==> config.mk <==
export PLATFORM = sky130hd
export DESIGN_NAME = hazard_scoreboard_ctrl
export DESIGN_NICKNAME = d
export VERILOG_FILES = /design/src/rtl/hazard_scoreboard_ctrl.sv
export SDC_FILE = /design/constraint.sdc
export NUM_CORES = 1
export LEC_CHECK = 0
export ABC_AREA = 1
export BUFFER_PORTS_ARGS = -buffer_cell sky130_fd_sc_hd__buf_2
export CORE_UTILIZATION = 35
export CTS_BUF_LIST = sky130_fd_sc_hd__clkbuf_8
export CTS_CLUSTER_SIZE = 24
export DETAILED_ROUTE_END_ITERATION = 7
export HOLD_SLACK_MARGIN = 0.1
export PLACE_DENSITY = 0.52
export SLEW_MARGIN = 20
export SYNTH_ARGS = -nofsm -noshare
export SYNTH_HDL_FRONTEND = slang
export SYNTH_SLANG_ARGS = --single-unit
export TNS_END_PERCENT = 50
==> constraint.sdc <==
create_clock -name clk_i -period 3.9 [get_ports clk_i]
set_input_delay 0.195 -clock clk_i [delete_from_list [all_inputs] [get_ports clk_i]]
set_output_delay 0.195 -clock clk_i [all_outputs]
set_load 0.02 [all_outputs]
==> src/rtl/hazard_scoreboard_ctrl.sv <==
// rtl/hazard_scoreboard_ctrl.sv - pipeline hazard, scoreboard and exception drain controller
//
// Purpose:
//   Sits beside the decoder of the 5-stage core. Resolves EX/MEM/WB operand
//   forwarding, load-use bubbles, RAW/WAW hazards against multi-cycle (MC)
//   writers tracked in a register scoreboard, the in-flight MC op limit,
//   branch/jump flushes, and the exception drain/redirect sequence.
//
// Ports:
//   clk_i, rst_i                     clock, asynchronous active-high reset
//   rs1/rs2/rd_addr_id_i, rd_wen_id_i,
//   mc_op_id_i, jump_id_i            instruction currently in ID
//   rd_addr_{ex,mem,wb}_i            destination registers further down the pipe
//   reg_alu_wen_{ex,mem,wb}_i        ALU-result write enables
//   reg_mem_wen_{ex,mem,wb}_i        load-result write enables
//   mc_issue_i, mc_issue_rd_i        MC op enters the MC unit
//   mc_done_i, mc_done_rd_i          MC unit writes back
//   branch_decision_ex_i             taken branch resolved in EX
//   exc_mem_i                        exception raised in MEM
//   fwd_op1_o, fwd_op2_o             forwarding selects (0 none .. 5 WB_RDATA)
//   stall_*_o, flush_*_o             stage hold / bubble strobes
//   redirect_o                       one-cycle fetch-from-trap-vector pulse
//   busy_o                           exception sequence in progress
//   outstanding_o                    in-flight MC op count

module hazard_scoreboard_ctrl #(
    parameter int NUM_REGS        = 32,
    parameter int ADDR_W          = $clog2(NUM_REGS),
    parameter int MAX_OUTSTANDING = 2,
    parameter int CNT_W           = $clog2(MAX_OUTSTANDING + 1)
) (
    input  logic              clk_i,
    input  logic              rst_i,
    input  logic [ADDR_W-1:0] rs1_addr_id_i,
    input  logic [ADDR_W-1:0] rs2_addr_id_i,
    input  logic [ADDR_W-1:0] rd_addr_id_i,
    input  logic              rd_wen_id_i,
    input  logic              mc_op_id_i,
    input  logic              jump_id_i,
    input  logic [ADDR_W-1:0] rd_addr_ex_i,
    input  logic [ADDR_W-1:0] rd_addr_mem_i,
    input  logic [ADDR_W-1:0] rd_addr_wb_i,
    input  logic              reg_alu_wen_ex_i,
    input  logic              reg_alu_wen_mem_i,
    input  logic              reg_alu_wen_wb_i,
    input  logic              reg_mem_wen_ex_i,
    input  logic              reg_mem_wen_mem_i,
    input  logic              reg_mem_wen_wb_i,
    input  logic              mc_issue_i,
    input  logic [ADDR_W-1:0] mc_issue_rd_i,
    input  logic              mc_done_i,
    input  logic [ADDR_W-1:0] mc_done_rd_i,
    input  logic              branch_decision_ex_i,
    input  logic              exc_mem_i,
    output logic [2:0]        fwd_op1_o,
    output logic [2:0]        fwd_op2_o,
    output logic              stall_if_o,
    output logic              stall_id_o,
    output logic              stall_ex_o,
    output logic              stall_mem_o,
    output logic              flush_id_o,
    output logic              flush_ex_o,
    output logic              flush_mem_o,
    output logic              flush_wb_o,
    output logic              redirect_o,
    output logic              busy_o,
    output logic [CNT_W-1:0]  outstanding_o
);

    typedef enum logic [1:0] {
        ST_RUN,
        ST_DRAIN,
        ST_REDIRECT
    } state_t;

    localparam logic [2:0] FWD_NONE      = 3'd0;
    localparam logic [2:0] FWD_EX_ALU    = 3'd1;
    localparam logic [2:0] FWD_MEM_ALU   = 3'd2;
    localparam logic [2:0] FWD_MEM_RDATA = 3'd3;
    localparam logic [2:0] FWD_WB_ALU    = 3'd4;
    localparam logic [2:0] FWD_WB_RDATA  = 3'd5;

    localparam logic [CNT_W-1:0] MAX_CNT = CNT_W'(MAX_OUTSTANDING);
    localparam logic [CNT_W-1:0] ONE_CNT = CNT_W'(1);

    state_t              state;
    state_t              state_n;
    logic [NUM_REGS-1:0] sb;
    logic [NUM_REGS-1:0] sb_n;
    logic [CNT_W-1:0]    cnt;
    logic [CNT_W-1:0]    cnt_n;
    logic                redirect_q;
    logic                busy_q;

    logic                done_hit;
    logic                load_use;
    logic                sb_hazard;
    logic                hazard;

    logic [2:0]          fwd1_c;
    logic [2:0]          fwd2_c;
    logic                stall_if_c;
    logic                stall_id_c;
    logic                flush_id_c;
    logic                flush_ex_c;
    logic                flush_mem_c;

    // Youngest writer wins: EX, then MEM, then WB. A load in EX has no data
    // yet, so only an ALU write in EX can forward; the load-use bubble covers it.
    function automatic logic [2:0] fwd_sel(input logic [ADDR_W-1:0] rs);
        logic [2:0] sel;
        sel = FWD_NONE;
        if (rs != '0) begin
            if (reg_alu_wen_ex_i && (rd_addr_ex_i == rs)) begin
                sel = FWD_EX_ALU;
            end else if (rd_addr_mem_i == rs && reg_alu_wen_mem_i) begin
                sel = FWD_MEM_ALU;
            end else if (rd_addr_mem_i == rs && reg_mem_wen_mem_i) begin
                sel = FWD_MEM_RDATA;
            end else if (rd_addr_wb_i == rs && reg_alu_wen_wb_i) begin
                sel = FWD_WB_ALU;
            end else if (rd_addr_wb_i == rs && reg_mem_wen_wb_i) begin
                sel = FWD_WB_RDATA;
            end
        end
        return sel;
    endfunction

    always_comb begin
        fwd1_c = fwd_sel(rs1_addr_id_i);
        fwd2_c = fwd_sel(rs2_addr_id_i);
    end

    // Scoreboard and outstanding counter next-state.
    // A completion for a register that is not marked busy is treated as
    // spurious and does not touch the count.
    always_comb begin
        done_hit = mc_done_i && sb[mc_done_rd_i];

        sb_n = sb;
        if (mc_done_i) begin
            sb_n[mc_done_rd_i] = 1'b0;
        end
        // Set after clear so a same-register issue wins over its completion.
        if (mc_issue_i) begin
            sb_n[mc_issue_rd_i] = 1'b1;
        end
        sb_n[0] = 1'b0;

        cnt_n = cnt;
        if (mc_issue_i && !done_hit && (cnt != MAX_CNT)) begin
            cnt_n = cnt + ONE_CNT;
        end else if (!mc_issue_i && done_hit && (cnt != '0)) begin
            cnt_n = cnt - ONE_CNT;
        end
    end

    // Hazard detection for the instruction in ID.
    always_comb begin
        load_use  = reg_mem_wen_ex_i && (rd_addr_ex_i != '0) &&
                    ((rd_addr_ex_i == rs1_addr_id_i) || (rd_addr_ex_i == rs2_addr_id_i));
        sb_hazard = sb[rs1_addr_id_i] || sb[rs2_addr_id_i] ||
                    (rd_wen_id_i && sb[rd_addr_id_i]) ||
                    (mc_op_id_i && (cnt == MAX_CNT));
        hazard    = load_use || sb_hazard;
    end

    // Exception sequencing. The drain decision looks at the count after this
    // cycle's issue/done so a completion on the exception cycle is not missed.
    always_comb begin
        state_n = state;
        case (state)
            ST_RUN: begin
                if (exc_mem_i) begin
                    state_n = (cnt_n != '0) ? ST_DRAIN : ST_REDIRECT;
                end
            end
            ST_DRAIN: begin
                if (cnt_n == '0) begin
                    state_n = ST_REDIRECT;
                end
            end
            ST_REDIRECT: begin
                state_n = ST_RUN;
            end
            default: begin
                state_n = ST_RUN;
            end
        endcase
    end

    // Stall/flush strobes. Exception beats branch beats jump/hazard stalls.
    always_comb begin
        stall_if_c  = 1'b0;
        stall_id_c  = 1'b0;
        flush_id_c  = 1'b0;
        flush_ex_c  = 1'b0;
        flush_mem_c = 1'b0;
        case (state)
            ST_RUN: begin
                if (exc_mem_i) begin
                    flush_id_c  = 1'b1;
                    flush_ex_c  = 1'b1;
                    flush_mem_c = 1'b1;
                end else if (branch_decision_ex_i) begin
                    flush_id_c  = 1'b1;
                    flush_ex_c  = 1'b1;
                end else begin
                    flush_id_c  = jump_id_i;
                    // Hold IF/ID and inject a bubble into EX.
                    stall_if_c  = hazard;
                    stall_id_c  = hazard;
                    flush_ex_c  = hazard;
                end
            end
            ST_DRAIN: begin
                // Fetch is frozen while the MC unit empties; everything younger
                // than the trapping instruction keeps being squashed.
                stall_if_c  = 1'b1;
                flush_id_c  = 1'b1;
                flush_ex_c  = 1'b1;
                flush_mem_c = 1'b1;
            end
            ST_REDIRECT: begin
                flush_id_c  = 1'b1;
            end
            default: begin
                stall_if_c  = 1'b0;
            end
        endcase
    end

    always_ff @(posedge clk_i or posedge rst_i) begin
        if (rst_i) begin
            state      <= ST_RUN;
            sb         <= '0;
            cnt        <= '0;
            redirect_q <= 1'b0;
            busy_q     <= 1'b0;
        end else begin
            state      <= state_n;
            sb         <= sb_n;
            cnt        <= cnt_n;
            redirect_q <= (state_n == ST_REDIRECT);
            busy_q     <= (state_n != ST_RUN);
        end
    end

    // Combinational strobes are forced low while reset is held so the pipeline
    // sees a quiet controller regardless of what the stages present.
    assign fwd_op1_o     = rst_i ? 3'd0 : fwd1_c;
    assign fwd_op2_o     = rst_i ? 3'd0 : fwd2_c;
    assign stall_if_o    = stall_if_c  && !rst_i;
    assign stall_id_o    = stall_id_c  && !rst_i;
    assign flush_id_o    = flush_id_c  && !rst_i;
    assign flush_ex_o    = flush_ex_c  && !rst_i;
    assign flush_mem_o   = flush_mem_c && !rst_i;
    assign stall_ex_o    = 1'b0;
    assign stall_mem_o   = 1'b0;
    assign flush_wb_o    = 1'b0;
    assign redirect_o    = redirect_q;
    assign busy_o        = busy_q;
    assign outstanding_o = cnt;

endmodule

After elaboration in Yosys (flattened, before gate mapping)
Index checks and enable logic that the tools add are counted.
{"block": "word_totals", "reg_bits": 37, "in_bits": 55, "out_inout_bits": 18}
{"block": "op_classes", "n_addsub": 2, "n_lt_le_gt_ge": 7, "n_eq_ne": 11, "n_mux": 46, "bitwise": 3, "reduce_logical": 43}
{"operator": "32-bit 2-to-1 mux", "n": 2}
{"operator": "3-bit 2-to-1 mux", "n": 14}
{"operator": "32-bit AND", "n": 1}
{"operator": "32-bit inverter", "n": 1}
{"operator": "32-bit OR", "n": 1}
{"operator": "5-bit equality test", "n": 6}
{"operator": "5-bit by 6-bit < comparator with 1-bit output, second input constant", "n": 5}
{"operator": "1-bit logical AND", "n": 26}
{"operator": "1-bit binary-select mux with 5-bit select", "n": 4}
{"operator": "5-bit nonzero test", "n": 3}
{"operator": "1-bit 2-to-1 mux", "n": 14}
{"operator": "1-bit demux with 5-bit select", "n": 2}
{"operator": "5-bit by 1-bit >= comparator with 1-bit output, second input constant", "n": 2}
{"operator": "2-bit 2-to-1 mux", "n": 5}
{"operator": "1-bit one-hot mux with 2 select lines", "n": 4}
{"operator": "2-bit equality test, second input constant", "n": 3}
{"operator": "2-bit nonzero test", "n": 3}
{"operator": "1-bit logical OR", "n": 5}
{"operator": "2-bit zero test", "n": 2}
{"operator": "2-bit one-hot mux with 2 select lines", "n": 1}
{"operator": "1-bit zero test", "n": 3}
{"operator": "2-bit by 1-bit adder with 2-bit output, second input constant", "n": 1}
{"operator": "2-bit by 1-bit equality test with 1-bit output, second input constant", "n": 1}
{"operator": "2-bit inequality test, second input constant", "n": 1}
{"operator": "2 further kinds", "n": 2}

Depth between registers and ports, before layout
{"block": "depth", "ltp_word": 12, "ltp_mapped": 20}

Least setup slack after synthesis
OpenSTA, ideal clock, no wires.
{"block": "synth_timing", "path_kind": "input port to output port", "start": "in rst_i", "end": "out fwd_op1_o[2]", "t_arrival_ps": 2316, "path_slack_ps": 1389, "stages": 4, "n_path_buf": 0, "path_cell_list": "inv_1 o41ai_1 or2_2 nor4b_1"}
{"block": "synth_between", "elab_chain_len": 1}
{"element": "start: declaration", "line_no": "33", "text": "input logic rst_i,"}
{"element": "3-bit 2-to-1 mux", "line_no": "251", "text": "assign fwd_op1_o = rst_i ? 3'd0 : fwd1_c;"}
{"element": "end: declaration", "line_no": "55", "text": "output logic [2:0] fwd_op1_o,"}
No other way between the ends.

Worst setup path after layout
Ends and elaborated chain as after synthesis.

==> impl_metrics.yaml <==
floorplan:
  core_sq_mm: 0.00986
  io_pins: 73
  die_h_microns: 103
  rows: 36
  dieArea_sq_mm: 0.0107
  initial_core_util_pct: 36.5
  dieWidth_microns: 103
timing:
  slew_violations: 0
  period_needed_ns: 2.62
  tightest_slew_ns: 0.619
  slew_headroom_pct: 58.2
  fin_crit_sh_pct: 67.2
  fin_setup_tns_ns: 0
  clock.fmax_mhz: 382
  hold_viol_final: 0
  finalClockSkew_ns: 0.00840
  finalSetupViolCount: 0
  setup_ws_ns: 1.28
  rsz0062_at_grt: "false"
yosys:
  syn_avg_cell_area_sq_um: 6.30
  synth_seq_cells: 37
  netlist_area_sq_mm: 0.00360
  synthMuxAreaShare_pct: 0
  synth_compound_area_share_pct: 28.2
  synth-simple-area-share_pct: 29.0
  synth_warnings: 0
  synthXorXnorAreaFrac_pct: 3.16
  synthAdderAreaFrac_pct: 1.74
  ys_seq_area_share_pct: 25.7
  synth_top_family_by_area: "simple AND/OR/NAND/NOR gates"
  ys_types: 42
  synthCells: 572
placed_design:
  dpl.cell_count: 754
  hpwlAfterDp_mm: 9.58
  placed_area_sq_mm: 0.00399
  io_buffer_count: 69
  place_congestion: 0.917
  place_ws_ns: 1.54
grt:
  antenna_found_initial: 0
  grt_pass1_wl_mm: 20.0
  track_usage_pct: 24.9
  grt_max_degree: 41
  grt_pass1_vias: 3913
  overflow: 0
detailed_routing:
  routed_wl_mm: 12.8
  wl_per_cell_microns: 16.8
  routed_via_density: 5.48
  via_count: 4184
  drc: 0
  drtIter0Drc: 225
  drt_pass1_iterations: 5
  antenna_left: 0
cells_and_area:
  fin_area_sq_mm: 0.00409
  nFillCells: 1050
  final_nets: 689
  multi_input_area_sq_mm: 0.00225
  final_cells: 763
  diodes: 0
  area_growth_pct: 13.5
  drive_above_1_share_pct: 16.2
  ff_latch_area_sq_um: 926
power:
  vdd_drop_max_mv: 0.296
  clock_power_share_pct: 16.7
  p_switching_w: 0.000745
  p_int_w: 0.000862
  p_leak_nw: 1.97
  p_per_area_mw_per_mm2: 393
  p_seq_share_pct: 38.1
  comb_power_share_pct: 45.2
  p_sw_share_pct: 46.4
worst_setup_path:
  endpoint_kind: "output port"
  worst_ep_required_time_ns: 3.70
  cp.arrival_ns: 2.42
  worstSetupPathType: "in -> out"
  crit_path_max_fanout: 40
  worst_setup_path_start_kind: "primary input"
min_path:
  hp-class: "in -> reg"
cts:
  cts.sinks: 37
  cts_buffers: 5
  tritoncts: "built"
  path_clk_slew_ns: 0.07
  htree_levels: 2
  clk_latency_ns: 0.30
  cts-resized-gates: 0
  cts_buffer_depth: 2
  cts-root-buf: "clkbuf_8"
run_status:
  outcome: "complete, no violations"
run:
  drv_cap: 0
timing repair:
item	4_1_cts	5_1_grt
setup buffers	0	0
hold buffers	1	0
endpoints found under the hold margin	37	0
cells in the final DEF, fill, tap and decap left out, types with 2 or more instances in the layout:
| cell type | Yosys | layout |
|---|---|---|
| clkbuf_8 | 0 | 5 |
| dfrtp_1 | 37 | 37 |
| xor2_1 | 4 | 4 |
| nand2_2 | 10 | 10 |
| o21ai_0 | 113 | 113 |
| inv_1 | 76 | 77 |
| nand2_1 | 102 | 102 |
| o31ai_1 | 3 | 3 |
| clkinv_2 | 0 | 2 |
| o221ai_1 | 5 | 5 |
| or2_2 | 3 | 3 |
| a21oi_1 | 41 | 41 |
| o2111ai_1 | 3 | 3 |
| nor4b_1 | 4 | 4 |
| nand2_4 | 2 | 2 |
| nor2_2 | 2 | 2 |
| o22ai_1 | 7 | 7 |
| nand3_2 | 4 | 4 |
| ha_1 | 5 | 5 |
| nand3_1 | 40 | 40 |
| nor4_1 | 2 | 2 |
| nand4_1 | 3 | 3 |
| xnor2_1 | 9 | 9 |
| buf_2 | 4 | 69 |
| o211ai_1 | 7 | 7 |
| conb_1 | 1 | 3 |
| nor3_1 | 11 | 11 |
| nor2_1 | 44 | 44 |
synth_stat cells:
| master | count | area (sq um) |
|---|---|---|
| a21oi_1 | 41 | 205 |
| a21oi_2 | 1 | 8.76 |
| a221oi_1 | 1 | 8.76 |
| a22oi_1 | 1 | 7.51 |
| buf_1 | 1 | 3.75 |
| buf_12 | 1 | 20.0 |
| buf_2 | 4 | 20.0 |
| buf_4 | 3 | 22.5 |
| buf_6 | 2 | 22.5 |
| clkbuf_1 | 12 | 45.0 |
| clkinv_1 | 1 | 3.75 |
| conb_1 | 1 | 3.75 |
| dfrtp_1 | 37 | 926 |
| ha_1 | 5 | 62.6 |
| inv_1 | 76 | 285 |
| inv_8 | 1 | 11.3 |
| nand2_1 | 102 | 383 |
| nand2_2 | 10 | 62.6 |
| nand2_4 | 2 | 22.5 |
| nand3_1 | 40 | 200 |
| nand3_2 | 4 | 40.0 |
| nand3b_1 | 1 | 7.51 |
| nand4_1 | 3 | 18.8 |
| nor2_1 | 44 | 165 |
| nor2_2 | 2 | 12.5 |
| nor2_4 | 1 | 11.3 |
| nor3_1 | 11 | 55.1 |
| nor4_1 | 2 | 12.5 |
| nor4b_1 | 4 | 35.0 |
| o2111ai_1 | 3 | 26.3 |
| o211ai_1 | 7 | 52.6 |
| o21ai_0 | 113 | 566 |
| o21ai_1 | 1 | 5.00 |
| o21ai_2 | 1 | 8.76 |
| o221ai_1 | 5 | 43.8 |
| o22ai_1 | 7 | 43.8 |
| o31ai_1 | 3 | 22.5 |
| o32ai_1 | 1 | 8.76 |
| o41ai_1 | 1 | 8.76 |
| or2_2 | 3 | 18.8 |
| xnor2_1 | 9 | 78.8 |
| xor2_1 | 4 | 35.0 |
worst paths after layout:
path	startpoint	end	slack, ns	depth (start not counted)
max in group asynchronous	rst_i	sb[2]	2.90	4
setup / recovery	rst_i	fwd_op1_o[2]	1.28	8
hold / removal	mc_issue_rd_i[3]	sb[9]	0.30	3
hold reg to reg	sb[21]	sb[21]	0.56	2
setup reg to reg	sb[28]	busy_o	2.09	17
min in group asynchronous	rst_i	sb[15]	0.62	4
power by group through the flow:
stage | Combinational [W] | Sequential [W] | Clock, W
after floorplan | 0.000505 | 0.000587 | 0
after global placement | 0.000713 | 0.000613 | 0
after detailed placement | 0.000722 | 0.000614 | 0
after CTS | 0.000726 | 0.000606 | 0.000271
after global routing | 0.000833 | 0.000624 | 0.000285
final | 0.000727 | 0.000612 | 0.000269
cell type report:
class	instances	share of cell area (%)
flip-flops and latches	37	22.7
multi-input cells	436	55.0
well taps	133	4.07
inverters	78	7.35
clock buffers	5	1.68
clock inverters	3	0.337
repair buffers	71	8.88
kinds of logic (layout without fill, tap and decap cells):
kind of cell	count (synthesis)	in the layout
buffers and inverters	101	157
other	1	3
XOR/XNOR	13	13
adder cells (fa/ha/maj)	5	5
AO/OA/AOI/OAI	186	186
AND/OR/NAND/NOR	229	229
flip-flops	37	37
stage by stage:
| stage | power (W) | utilization [%] | hold WS [ns] |
|---|---|---|---|
| after floorplan | 0.00109 | - | 0.394 |
| after global placement | 0.00133 | 40.5 | 0.407 |
| after detailed placement | 0.00134 | 40.5 | 0.407 |
| after CTS | 0.00160 | 41.4 | 0.295 |
| after global routing | 0.00174 | 41.4 | 0.336 |
| final | 0.00161 | 41.4 | 0.305 |
routing by layer:
metal	track usage, %	share of wire (%)	wire (microns)
met4	11.6	3.3	424
met5	0	0	0
met1	31.1	44	5600
met3	2.62	5.3	678
met2	43.0	48	6100
registers in the layout (all words and copies together) (netlist names):
name,count
redirect_o,1
outstanding_o,2
sb,31
busy_o,1
state,2
critical path, cell delays in order:
cell and delay (ns):
dlygate4sd3_1 0.54, buf_2 0.15, inv_1 0.05, buf_4 0.43, o41ai_1 0.25, or2_2 0.35
nor4b_1 0.23, buf_2 0.21
No activity file was read; power rests on OpenSTA's default activity.
